<file path="config.mk">
export PLATFORM = sky130hd
export DESIGN_NAME = pc_sequencer
export DESIGN_NICKNAME = d
export VERILOG_FILES = /design/src/rtl/pc_sequencer.sv
export SDC_FILE = /design/constraint.sdc
export NUM_CORES = 1
export LEC_CHECK = 0
export ABC_AREA = 1
export BUFFER_PORTS_ARGS = -buffer_cell sky130_fd_sc_hd__buf_4
export CAP_MARGIN = 20
export CORE_ASPECT_RATIO = 1.4
export CORE_MARGIN = 2
export CORE_UTILIZATION = 40
export DETAILED_ROUTE_END_ITERATION = 8
export GPL_TIMING_DRIVEN = 1
export PLACE_DENSITY = 0.61
export SLEW_MARGIN = 20
export SYNTH_ARGS = -nofsm -noshare
export SYNTH_HDL_FRONTEND = slang
export SYNTH_SLANG_ARGS = --single-unit
</file>
<file path="constraint.sdc">
create_clock -name Clk -period 3 [get_ports Clk]
set_input_delay 0.3 -clock Clk [delete_from_list [all_inputs] [get_ports Clk]]
set_output_delay 0.3 -clock Clk [all_outputs]
set_load 0.1 [all_outputs]
</file>
<file path="src/rtl/pc_sequencer.sv">
// pc_sequencer: program-counter sequencer with a call/return stack and a
// single-level hardware loop.
//
// Ports
//   Clk          rising-edge clock for all state
//   Reset_n      synchronous active-low reset
//   En           advance enable; 0 holds all state and ignores other inputs
//   Jump         load Pc from Target
//   Call         push Pc+1 and load Pc from Target
//   Ret          pop the top return address into Pc
//   Target       jump/call destination
//   Loop_Start   arm a hardware loop over Pc+1 .. Loop_End (only from RUN)
//   Loop_End     last address of the loop body
//   Loop_Count   iteration count (0 or 1 runs the body once)
//   Pc           current program counter (registered)
//   Sp           number of valid return-stack entries
//   Loop_Active  hardware loop armed (state LOOP)
//   Halted       sequencer halted after a stack fault (state HALT)
//   Ovf          sticky: Call issued with the stack full
//   Unf          sticky: Ret issued with the stack empty
//
// Per enabled cycle exactly one Pc action applies, in priority order
// Ret > Call > Jump > loop-back > increment (Loop_Start rides on increment).
module pc_sequencer #(
    parameter int unsigned WIDTH = 8,
    parameter int unsigned DEPTH = 4
) (
    input  logic                     Clk,
    input  logic                     Reset_n,
    input  logic                     En,
    input  logic                     Jump,
    input  logic                     Call,
    input  logic                     Ret,
    input  logic [WIDTH-1:0]         Target,
    input  logic                     Loop_Start,
    input  logic [WIDTH-1:0]         Loop_End,
    input  logic [WIDTH-1:0]         Loop_Count,
    output logic [WIDTH-1:0]         Pc,
    output logic [$clog2(DEPTH):0]   Sp,
    output logic                     Loop_Active,
    output logic                     Halted,
    output logic                     Ovf,
    output logic                     Unf
);

    localparam int unsigned AW  = $clog2(DEPTH);
    localparam int unsigned SPW = AW + 1;
    localparam logic [SPW-1:0] SP_FULL = SPW'(DEPTH);

    typedef enum logic [1:0] {
        RUN  = 2'd0,
        LOOP = 2'd1,
        HALT = 2'd2
    } state_t;

    state_t           state_q, state_d;
    logic [WIDTH-1:0] pc_q, pc_d;
    logic [SPW-1:0]   sp_q, sp_d;
    logic             ovf_q, ovf_d;
    logic             unf_q, unf_d;
    logic [WIDTH-1:0] loop_end_q, loop_end_d;
    logic [WIDTH-1:0] loop_first_q, loop_first_d;
    logic [WIDTH-1:0] loop_rem_q, loop_rem_d;

    logic [WIDTH-1:0] stack [DEPTH];
    logic             push;
    logic [WIDTH-1:0] pc_inc;
    logic [AW-1:0]    pop_idx;

    assign pc_inc = pc_q + 1'b1;
    // When Sp==DEPTH the low bits wrap to 0, so subtracting in AW bits still
    // lands on the top entry (DEPTH-1).
    assign pop_idx = sp_q[AW-1:0] - 1'b1;

    always_comb begin
        state_d      = state_q;
        pc_d         = pc_q;
        sp_d         = sp_q;
        ovf_d        = ovf_q;
        unf_d        = unf_q;
        loop_end_d   = loop_end_q;
        loop_first_d = loop_first_q;
        loop_rem_d   = loop_rem_q;
        push         = 1'b0;

        if (state_q != HALT) begin
            if (Ret) begin
                if (sp_q != '0) begin
                    pc_d = stack[pop_idx];
                    sp_d = sp_q - 1'b1;
                end else begin
                    unf_d   = 1'b1;
                    state_d = HALT;
                end
            end else if (Call) begin
                if (sp_q != SP_FULL) begin
                    push = 1'b1;
                    sp_d = sp_q + 1'b1;
                    pc_d = Target;
                end else begin
                    ovf_d   = 1'b1;
                    state_d = HALT;
                end
            end else if (Jump) begin
                pc_d = Target;
            end else if (state_q == LOOP && pc_q == loop_end_q) begin
                if (loop_rem_q > WIDTH'(1)) begin
                    pc_d       = loop_first_q;
                    loop_rem_d = loop_rem_q - 1'b1;
                end else begin
                    pc_d    = pc_inc;
                    state_d = RUN;
                end
            end else if (state_q == RUN && Loop_Start) begin
                loop_end_d   = Loop_End;
                loop_first_d = pc_inc;
                loop_rem_d   = (Loop_Count == '0) ? WIDTH'(1) : Loop_Count;
                pc_d         = pc_inc;
                state_d      = LOOP;
            end else begin
                pc_d = pc_inc;
            end
        end
    end

    always_ff @(posedge Clk) begin
        if (!Reset_n) begin
            state_q      <= RUN;
            pc_q         <= '0;
            sp_q         <= '0;
            ovf_q        <= 1'b0;
            unf_q        <= 1'b0;
            loop_end_q   <= '0;
            loop_first_q <= '0;
            loop_rem_q   <= '0;
        end else if (En) begin
            state_q      <= state_d;
            pc_q         <= pc_d;
            sp_q         <= sp_d;
            ovf_q        <= ovf_d;
            unf_q        <= unf_d;
            loop_end_q   <= loop_end_d;
            loop_first_q <= loop_first_d;
            loop_rem_q   <= loop_rem_d;
        end
    end

    // Stack contents survive reset; Sp=0 makes them unreachable.
    always_ff @(posedge Clk) begin
        if (Reset_n && En && push) begin
            stack[sp_q[AW-1:0]] <= pc_inc;
        end
    end

    assign Pc          = pc_q;
    assign Sp          = sp_q;
    assign Loop_Active = (state_q == LOOP);
    assign Halted      = (state_q == HALT);
    assign Ovf         = ovf_q;
    assign Unf         = unf_q;

endmodule
</file>
==> metrics.txt <==
most common cell after layout, fill and taps aside=nand2_1; Total Routing Usage GR=0.175; Seq cells post-synth=71; DIE AREA=roughly 9900 µm²; post-synthesis sequential area ratio=0.480; setup TNS=0 ns; I/O Pins=between 40 and 50; placed inst area=~4100 µm²; initial antenna violation count=0; Layout Cells excl Fill=589; PwrDens=approximately 630 nW/µm²; RSZ-0062 raised after global routing=false; post-cts resize count=0; Ys Warns=0; multi-input logic area=about 1600 µm²; Routed WL=approximately 8 mm; Area Overhead vs Synth=20.3%; CP Class=flip-flop to flip-flop; htree depth=3; hold_buf cts=0; fill count=~900; Worst-Skew Late Latency=~0.33 ns; pre-CTS setup slack=between 0.8 and 0.9 ns; fraction of layout cells with a size suffix above 1=0.183; dpl cells=~570; largest net degree at the start of global routing=37; period utilization=0.715; grt total ovfl=0; CTS Sinks=71; Reg clk slew, reported paths=0.06 ns; worst-margin pin slew=approximately 0.65 ns; CTS buffer count=9; Buffers on Ports=45; Startpoint Class=flip-flop; Core Util, Final=0.489; postcts setup bufs=0; Max Cap Viol=0; DR pass1 iterations=4; final hold vios=0; Worst Clk Skew=between 0.005 and 0.006 ns; Crit Path Max Fanout=14; DR vias=a little under 3,000; Max Slew Vio Count=0; outcome=complete, no violations; count of cell types in the netlist=35; Post-Synthesis Net Count=~470; WL per Instance=13.6 µm; Longest Clk Path Bufs=2; Critical Path AT=2.11 ns; hold crit path type=input port to flip-flop; FF/Latch Area=1740 µm²; peak supply drop=~0.33 mV; Cell Area, Synth=~3600 µm²; crit path time final=around 2.1 ns; CP endpoint kind=flip-flop; ANT cells=0; Cell Rows=just over 40; Chip Width=between 80 and 90 µm; first-pass GRT wire length=about 14 mm; Final #Nets=approximately 520; vias in the first global route=~2,900; DR vias/cell=approximately 5; Leak=~1.8 nW; Cells after Synth=roughly 430; Max Clock Freq=between 400 and 500 MHz; initial core utilization=0.407; Relative slew margins=0.564; most frequent cells in the layout=nand2_1 (65), inv_1 (49), buf_4 (48); core area=approximately 8900 µm²; Final setup viols=0; Design Area, Final=4360 µm²; GPL Wtd Cong=~0.87; initial drt markers=approximately 160; DR DRC count=0; CTS root buffer=clkbuf_16; Post-DRT Antenna Nets=0; CTS tree=built; Mean Syn Cell Area=8.40 µm²; worst path required time=2.96 ns; Detailed Place HPWL=approximately 6.0 mm; Die Ht=between 100 and 150 µm; Setup WS post-layout=between 0.8 and 0.9 ns
## worst max-delay path: stages, from the launching register on
cell and delay (ns):
dfxtp_2 0.32, inv_1 0.03, buf_4 0.18, ha_1 0.25, nand2_1 0.10, nand2_1 0.05
nor2_1 0.12, nand3_1 0.17, nor2_1 0.55
## worst paths after layout
| check | slack (ns) | cells past startpoint | endpoint | start |
|---|---|---|---|---|
| worst max-delay path | 0.85 | 8 | stack[3][6]$_DFFE_PP_ | Sp[0]$_SDFFE_PN0P_ |
| worst min-delay path | 0.20 | 3 | loop_end_q[2]$_SDFFE_PN0P_ | Loop_End[2] |
| worst min register to register | 0.45 | 2 | loop_first_q[1]$_SDFFE_PN0P_ | loop_first_q[1]$_SDFFE_PN0P_ |
| worst max register to register | 0.85 | 8 | stack[3][6]$_DFFE_PP_ | Sp[0]$_SDFFE_PN0P_ |
## metrics by stage
step	hold WS, ns	power, mW
after floorplan	0.430	1.54
after global placement	0.440	1.69
after detailed placement	0.447	1.69
after CTS	0.194	2.77
after global routing	0.231	2.87
final	0.201	2.74
## state kept, by name, indices dropped and copies added, names as in the netlist
name,cells
loop_end_q,8
Pc,8
stack,32
loop_rem_q,8
Ovf,1
loop_first_q,8
state_q,2
Unf,1
Sp,3
## power breakdown
| part | leakage [nW] | total [mW] | switching [mW] | internal, mW |
|---|---|---|---|---|
| registers | 0.610 | 1.10 | 0.0365 | 1.06 |
| logic | 1.07 | 0.575 | 0.412 | 0.164 |
| clock network | 0.146 | 1.07 | 0.416 | 0.651 |
## layout make-up
class | instances | share of cell area
Clock buffer | 9 | 0.0516
Tap cell | 107 | 0.0307
Multi-Input combinational cell | 290 | 0.367
Timing Repair Buffer | 48 | 0.0826
Inverter | 57 | 0.0502
Clock inverter | 7 | 0.0186
Sequential cell | 71 | 0.399
## logic make-up (layout without fill, tap and decap cells)
family | after synthesis | count (layout) | synth area share
adder cells (fa/ha/maj) | 8 | 8 | 0.0297
XOR/XNOR | 13 | 13 | 0.0314
buffers and inverters | 71 | 121 | 0.0786
AO/OA/AOI/OAI | 103 | 103 | 0.152
flip-flops | 71 | 71 | 0.480
AND/OR/NAND/NOR | 158 | 158 | 0.206
multiplexers | 8 | 8 | 0.0221
## per-layer routing
layer | GRT usage | part of all wire | up-vias
met1 | 0.211 | 0.42 | 1343
met2 | 0.310 | 0.52 | 62
met3 | 0.0304 | 0.032 | 11
li1 | - | - | 1543
met4 | 0.0741 | 0.022 | 0
met5 | 0 | 0 | -
## synth_stat cells, drive strengths merged
cell,count,area share
edfxtp,32,0.26
clkbuf,6,0.0062
nor2,51,0.063
clkinv,2,0.0034
nand2,72,0.082
fa,1,0.0055
a31oi,1,0.0017
o221ai,7,0.017
o32ai,1,0.0024
mux2i,8,0.022
a211oi,1,0.0021
ha,7,0.024
xor2,10,0.024
xnor2,3,0.0072
or2,1,0.0017
dfxtp,39,0.22
nor3,5,0.0069
nand4,10,0.017
o21ai,57,0.079
buf,8,0.012
inv,55,0.057
nand3,19,0.034
a21oi,36,0.051
(Power assumes the default switching activity.)
